[src/rtl/pe_col_drain_pkg.sv]
// Shared PE definitions: default array/format widths, PE word typedefs and
// the saturation constants used when narrowing accumulators to output words.
package pe_col_drain_pkg;

  // Default geometry and fixed-point format
  localparam int COLS_D   = 4;
  localparam int INT_BW_D = 5;
  localparam int FRA_BW_D = 10;
  localparam int MUL_BW_D = 1 + INT_BW_D + FRA_BW_D;
  localparam int ACC_BW_D = 32;
  localparam int DEPTH_D  = 4;

  // PE datapath word types at the default widths
  typedef logic signed [ACC_BW_D-1:0] pe_acc_t;
  typedef logic signed [MUL_BW_D-1:0] pe_word_t;

  // Largest accumulator value that still fits the output format
  function automatic longint acc_sat_hi(input int int_bw, input int fra_bw);
    return (64'sd1 <<< (int_bw + 2 * fra_bw)) - 64'sd1;
  endfunction

  // Smallest accumulator value that still fits the output format
  function automatic longint acc_sat_lo(input int int_bw, input int fra_bw);
    return -(64'sd1 <<< (int_bw + 2 * fra_bw));
  endfunction

  // Accumulator thresholds and clamp words for the default format
  localparam pe_acc_t  ACC_SAT_HI  = pe_acc_t'(acc_sat_hi(INT_BW_D, FRA_BW_D));
  localparam pe_acc_t  ACC_SAT_LO  = pe_acc_t'(acc_sat_lo(INT_BW_D, FRA_BW_D));
  localparam pe_word_t MUL_SAT_MAX = {1'b0, {(MUL_BW_D-1){1'b1}}};
  localparam pe_word_t MUL_SAT_MIN = {1'b1, {(MUL_BW_D-1){1'b0}}};

endpackage

[src/rtl/pe_col_drain_acc_sat.sv]
// pe_acc_sat: narrows one signed accumulator (2*FRA_BW fraction bits) to the
// output fixed-point word, clamping to the format limits and flagging a clamp.
// Purely combinational so it can sit in front of any PE-side register.
module pe_acc_sat
  import pe_col_drain_pkg::*;
#(
  parameter int                       INT_BW  = INT_BW_D,
  parameter int                       FRA_BW  = FRA_BW_D,
  parameter int                       MUL_BW  = MUL_BW_D,
  parameter int                       ACC_BW  = ACC_BW_D,
  parameter logic signed [ACC_BW-1:0] SAT_HI  = ACC_SAT_HI,
  parameter logic signed [ACC_BW-1:0] SAT_LO  = ACC_SAT_LO,
  parameter logic signed [MUL_BW-1:0] OUT_MAX = MUL_SAT_MAX,
  parameter logic signed [MUL_BW-1:0] OUT_MIN = MUL_SAT_MIN
) (
  input  logic signed [ACC_BW-1:0] acc_i,
  output logic signed [MUL_BW-1:0] word_o,
  output logic                     sat_o
);

  // Returns {saturated, word}; in-range values drop the low FRA_BW bits,
  // which truncates toward negative infinity for two's complement.
  function automatic logic [MUL_BW:0] sat_conv(input logic signed [ACC_BW-1:0] acc);
    if (acc > SAT_HI) begin
      return {1'b1, OUT_MAX};
    end
    if (acc < SAT_LO) begin
      return {1'b1, OUT_MIN};
    end
    return {1'b0, acc[INT_BW+2*FRA_BW -: MUL_BW]};
  endfunction

  // Conversion of the single accumulator input
  always_comb begin
    {sat_o, word_o} = sat_conv(acc_i);
  end

endmodule

[src/rtl/pe_col_drain.sv]
// pe_col_drain: collects the skewed per-column results leaving the bottom of
// the PE array, realigns them into one row, converts each column to the
// output word format and queues complete rows in a small FIFO.
module pe_col_drain
  import pe_col_drain_pkg::*;
#(
  parameter int COLS   = COLS_D,
  parameter int INT_BW = INT_BW_D,
  parameter int FRA_BW = FRA_BW_D,
  parameter int MUL_BW = MUL_BW_D,
  parameter int ACC_BW = ACC_BW_D,
  parameter int DEPTH  = DEPTH_D
) (
  input  logic                       clk,
  input  logic                       rst_n,
  input  logic                       clr_i,
  input  logic [COLS-1:0]            col_vld_i,
  input  logic [COLS*ACC_BW-1:0]     col_dat_i,
  output logic                       row_vld_o,
  input  logic                       row_rdy_i,
  output logic [COLS*MUL_BW-1:0]     row_dat_o,
  output logic                       row_sat_o,
  output logic                       ovf_o,
  output logic                       err_o,
  output logic [$clog2(DEPTH):0]     cnt_o
);

  localparam int AW = $clog2(DEPTH);
  localparam int CW = AW + 1;
  localparam int RW = COLS * MUL_BW;

  localparam logic signed [ACC_BW-1:0] SAT_HI  = ACC_BW'(acc_sat_hi(INT_BW, FRA_BW));
  localparam logic signed [ACC_BW-1:0] SAT_LO  = ACC_BW'(acc_sat_lo(INT_BW, FRA_BW));
  localparam logic signed [MUL_BW-1:0] OUT_MAX = {1'b0, {(MUL_BW-1){1'b1}}};
  localparam logic signed [MUL_BW-1:0] OUT_MIN = {1'b1, {(MUL_BW-1){1'b0}}};

  // Capture stage state: one captured-bit and one held word per column
  logic [COLS-1:0] cap_p0;
  logic [RW-1:0]   hold_p0;
  logic [COLS-1:0] hsat_p0;

  // Converted inputs and the row as it would be pushed this cycle
  logic [RW-1:0]   conv_word;
  logic [COLS-1:0] conv_sat;
  logic [RW-1:0]   row_word;
  logic [COLS-1:0] row_sat_vec;

  logic row_done;
  logic push;
  logic pop;
  logic full;
  logic push_ok;
  logic drop;

  // FIFO stage state: each entry is {row saturated, row words}
  logic [RW:0]     mem_p1 [DEPTH];
  logic [AW-1:0]   wr_ptr;
  logic [AW-1:0]   rd_ptr;
  logic [CW-1:0]   cnt;
  logic            ovf_q;
  logic            err_q;

  for (genvar c = 0; c < COLS; c++) begin : g_col
    logic signed [ACC_BW-1:0] acc;
    assign acc = col_dat_i[c*ACC_BW +: ACC_BW];

    pe_acc_sat #(
      .INT_BW  (INT_BW),
      .FRA_BW  (FRA_BW),
      .MUL_BW  (MUL_BW),
      .ACC_BW  (ACC_BW),
      .SAT_HI  (SAT_HI),
      .SAT_LO  (SAT_LO),
      .OUT_MAX (OUT_MAX),
      .OUT_MIN (OUT_MIN)
    ) u_sat (
      .acc_i  (acc),
      .word_o (conv_word[c*MUL_BW +: MUL_BW]),
      .sat_o  (conv_sat[c])
    );
  end

  // Row assembly: held value for captured columns, live conversion otherwise
  always_comb begin
    row_word    = '0;
    row_sat_vec = '0;
    for (int c = 0; c < COLS; c++) begin
      if (cap_p0[c]) begin
        row_word[c*MUL_BW +: MUL_BW] = hold_p0[c*MUL_BW +: MUL_BW];
        row_sat_vec[c]               = hsat_p0[c];
      end else begin
        row_word[c*MUL_BW +: MUL_BW] = conv_word[c*MUL_BW +: MUL_BW];
        row_sat_vec[c]               = conv_sat[c];
      end
    end
  end

  // Row completes once every column is either held or arriving now; clr wins.
  // A full FIFO still accepts the row if the head leaves on the same edge.
  always_comb begin
    row_done = &(cap_p0 | col_vld_i);
    full     = (cnt == CW'(DEPTH));
    push     = row_done && !clr_i;
    pop      = row_vld_o && row_rdy_i && !clr_i;
    push_ok  = push && (!full || pop);
    drop     = push && full && !pop;
  end

  // ---- capture stage (p0) ----

  // Captured-bits and the collision flag
  always_ff @(posedge clk or negedge rst_n) begin
    if (!rst_n) begin
      cap_p0 <= '0;
      err_q  <= 1'b0;
    end else if (clr_i) begin
      cap_p0 <= '0;
      err_q  <= 1'b0;
    end else if (row_done) begin
      cap_p0 <= '0;
    end else begin
      cap_p0 <= cap_p0 | col_vld_i;
      if (|(col_vld_i & cap_p0)) begin
        err_q <= 1'b1;
      end
    end
  end

  // Held words load only into empty slots, so a colliding strobe is ignored
  always_ff @(posedge clk) begin
    for (int c = 0; c < COLS; c++) begin
      if (col_vld_i[c] && !cap_p0[c]) begin
        hold_p0[c*MUL_BW +: MUL_BW] <= conv_word[c*MUL_BW +: MUL_BW];
        hsat_p0[c]                  <= conv_sat[c];
      end
    end
  end

  // ---- output FIFO stage (p1) ----

  // FIFO storage, pointers, occupancy and the sticky overflow flag
  always_ff @(posedge clk or negedge rst_n) begin
    if (!rst_n) begin
      for (int i = 0; i < DEPTH; i++) begin
        mem_p1[i] <= '0;
      end
      wr_ptr <= '0;
      rd_ptr <= '0;
      cnt    <= '0;
      ovf_q  <= 1'b0;
    end else if (clr_i) begin
      wr_ptr <= '0;
      rd_ptr <= '0;
      cnt    <= '0;
      ovf_q  <= 1'b0;
    end else begin
      if (push_ok) begin
        mem_p1[wr_ptr] <= {|row_sat_vec, row_word};
        wr_ptr         <= wr_ptr + AW'(1);
      end
      if (pop) begin
        rd_ptr <= rd_ptr + AW'(1);
      end
      case ({push_ok, pop})
        2'b10:   cnt <= cnt + CW'(1);
        2'b01:   cnt <= cnt - CW'(1);
        default: cnt <= cnt;
      endcase
      if (drop) begin
        ovf_q <= 1'b1;
      end
    end
  end

  // Head-of-FIFO outputs
  always_comb begin
    row_vld_o = (cnt != '0);
    row_dat_o = mem_p1[rd_ptr][RW-1:0];
    row_sat_o = mem_p1[rd_ptr][RW];
    cnt_o     = cnt;
    ovf_o     = ovf_q;
    err_o     = err_q;
  end

endmodule

[config.mk]
export PLATFORM = sky130hd
export DESIGN_NAME = pe_col_drain
export DESIGN_NICKNAME = d
export VERILOG_FILES = /design/src/rtl/pe_col_drain_pkg.sv /design/src/rtl/pe_col_drain_acc_sat.sv /design/src/rtl/pe_col_drain.sv
export SDC_FILE = /design/constraint.sdc
export NUM_CORES = 1
export LEC_CHECK = 0
export BUFFER_PORTS_ARGS = -buffer_cell sky130_fd_sc_hd__buf_2
export CORE_ASPECT_RATIO = 1.5
export CORE_UTILIZATION = 58
export DETAILED_ROUTE_END_ITERATION = 12
export GPL_TIMING_DRIVEN = 0
export PLACE_DENSITY_LB_ADDON = 0.25
export REMOVE_ABC_BUFFERS = 1
export SYNTH_ARGS = -nofsm -noshare
export SYNTH_HDL_FRONTEND = slang
export SYNTH_SLANG_ARGS = --single-unit
[constraint.sdc]
create_clock -name clk -period 3.1 [get_ports clk]
set_input_delay 0.155 -clock clk [delete_from_list [all_inputs] [get_ports clk]]
set_output_delay 0.155 -clock clk [all_outputs]
set_load 0.01 [all_outputs]
==> results.ini <==
[setup_path]
worst-path-buf-inv = 0
path_cells = o22ai_1, nor2_2, nor3_1, fa_1, nand2b_1, or3_1, a21oi_1, a31oi_1, a21oi_1
critPathMaxStageDelay_ps = 720
cp_slowest_cell = dfrtp_2
crit_path_frequent_cell = a21oi_1
cp.arrival_ps = 3280
critical_path_peak_fanout = 23
end_kind = flip-flop
criticalPathCategory = flip-flop to flip-flop
critPathLaunchType = flip-flop
critPathTopFamily = simple AND/OR/NAND/NOR gates
cp_num_cells = 9
reg2reg_depth = 9
crit_required_ps = 3530

[grt]
grt_pass1_wl_mm = 56.1
grt_max_degree = 124
grt.total_usage_pct = 26.5
grt_overflow = 0
antenna_found_initial = 2
grt_pass1_vias = 10600

[logic_synthesis]
synth_top_area_share_pct = 44.1
ys.flop_type = dfrtp_1
ys_types = 43
ys_warn_count = 0
async_flop_share_pct = 80.1
synth-edff-count = 68
yosysMostFrequentCell = dfrtp_1
syn_area_sq_um = 15500
synth_top_cell_by_area = dfrtp_1
synth_cells = 1117
syn_area_per_cell_sq_um = 13.9
synth_area_leaders = dfrtp_1 44%, edfxtp_1 13%, mux4_2 9.4%
ys_top_cells_by_count = 273 x dfrtp_1, 147 x nand2_1, 104 x o21ai_0
ys_seq_elements = 341
yosysSeqAreaShare_pct = 57.2

[worst_hold_path]
whs_path_depth = 2
hold_class = input pin to flip-flop

[floorplan]
core_area_sq_um = 26000
io_pins = 207
initial_core_util_pct = 59.5
die-area_sq_um = 27400
num_rows = 72
die_h_um = 202
die_w_um = 135

[route]
drc = 0
drt_pre_antenna_iters = 5
vias = 9829
postRouteWirelength_mm = 34.3
wl_per_cell_um = 20.4
avgViaCountPerCell = 5.85
drtIter0Drc = 456
antenna_left = 0

[pwr]
vdd_drop_max_mv = 0.529
p_per_area_nw_per_um2 = 728
finalPower_mw = 13.5
leakagePower_nw = 8.65

[clock_network]
cts_made_buffers = 34
clock_latency_ps = 510
clockRootBuffer = clkbuf_16
cts_tree = done
htree_levels = 2
cts.sinks = 341
clk_pin_slew_ps = 70
clock_path_buffers = 3

[placement]
hpwl_mm = 19.8
gp_congestion = 0.738
port_buffers = 166

[final_layout]
area_growth_pct = 19.4
nets = 1462
ff_latch_area_sq_um = 8890
drive_gt1_share_pct = 32.5
multiInputGateArea_sq_um = 6260
n_fill_cell = 1782

[sta]
layout_min_cycle_time_ps = 2850
setup-violations-final = 0
finClkSkew_ps = 19.6
fin_crit_sh_pct = 92.1
rsz0062_at_grt = false
finalMaxSlewViolations = 0
finalHoldViolations = 0
hold_slack_ps = 17.4
slew_headroom_pct = 6.16
fmax_mhz = 350
tightestPinTransition_ps = 1400

[run_status]
status = complete, no violations

[run]
maxCapViolations = 0

worst paths after layout:
kind | to | start | slack, ps
setup / recovery | cnt_o[2]$_DFFE_PN0P_ | cap_p0[1]$_DFF_PN0_ | 250
hold / removal | hold_p0[37]$_DFFE_PP_ | col_dat_i[79] | 20
setup reg to reg | cnt_o[2]$_DFFE_PN0P_ | cap_p0[1]$_DFF_PN0_ | 250
hold reg to reg | mem_p1[70]$_DFFE_PN0P_ | mem_p1[70]$_DFFE_PN0P_ | 480
max in group asynchronous | mem_p1[218]$_DFFE_PN0P_ | rst_n | 2000
min in group asynchronous | mem_p1[79]$_DFFE_PN0P_ | rst_n | 140
metal layers:
metal | part of all wire (%) | GRT usage (%)
met1 | 42 | 34.6
met2 | 50 | 44.5
met3 | 5.4 | 4.79
met4 | 2.7 | 8.75
met5 | 0 | 0
worst reg2reg max path: cells and delay by family (launching register included):
kind / cells / cell delay, ps
simple gates: 4 / 980
flops: 1 / 720
compound gates: 4 / 650
fa+ha+maj: 1 / 440
through the flow:
step / cell area (sq um) / setup slack, ps / instances / setup TNS [ps] / utilization, %
6_report: 18500 / 246 / 1681 / 0 / 71.1
5_1_grt: 18500 / 33.0 / 1680 / 0 / 71.0
4_1_cts: 18500 / 14.8 / 1679 / 0 / 71.0
3_5_place_dp: 16600 / -814 / 1548 / -153980 / 63.6
3_3_place_gp: 16300 / -3070 / 1539 / -1096260 / 62.7
2_1_floorplan: 15100 / -379 / 1040 / -24800 / -
power breakdown:
| group | leakage (nW) | total [mW] | switching, mW | internal, mW |
|---|---|---|---|---|
| sequential | 4.28 | 5.92 | 0.546 | 5.38 |
| clock | 0.576 | 4.32 | 1.70 | 2.62 |
| combinational | 3.79 | 3.23 | 1.46 | 1.77 |
registers in the layout (all words and copies together) (netlist names):
signal and flops:
wr_ptr 2, hold_p0 64, rd_ptr 2, cnt_o 3
mem_p1 260, cap_p0 4, hsat_p0 4, ovf_o 1
err_o 1
kinds of logic after synthesis:
group,Yosys count,share of synthesized area (%)
compound gates,233,8.68
mux,251,24.9
simple gates,201,5.73
xor+xnor,4,0.226
flops,341,57.2
buf+inv,82,2.77
fa+ha+maj,5,0.452
timing repair:
action                                  CTS  global route
pin swaps                                 1             0
endpoints found under the setup margin  261             1
setup buffers                             2             0
hold buffers                             68             0
gates cloned                              0             0
resized for setup                         6             2
endpoints found under the hold margin   105             0
final cells by class:
type                            instances  share of cell area [%]
Sequential cell                       341                    48.0
Multi-Input combinational cell        694                    33.8
Timing Repair Buffer                  245                    9.38
Clock buffer                           45                    5.22
Tap cell                              333                    2.25
Clock inverter                         16                    1.15
Inverter                                5                   0.101
Antenna cell                            2                  0.0271
cells in the final DEF, fill, tap and decap left out, types with 5 or more instances in the layout:
master,count
nor2_1,17
o21ai_0,104
dfrtp_1,269
bufinv_16,5
clkinv_2,7
o21a_1,30
nand2_1,147
o21ai_1,35
dlygate4sd3_1,68
mux2i_1,36
mux4_2,65
mux2_2,30
nor3_1,6
clkbuf_1,7
buf_2,165
clkbuf_16,37
a21oi_1,17
mux2_1,28
a21o_1,32
edfxtp_1,68
mux2_4,92
buf_16,5
(Power assumes the default switching activity.)
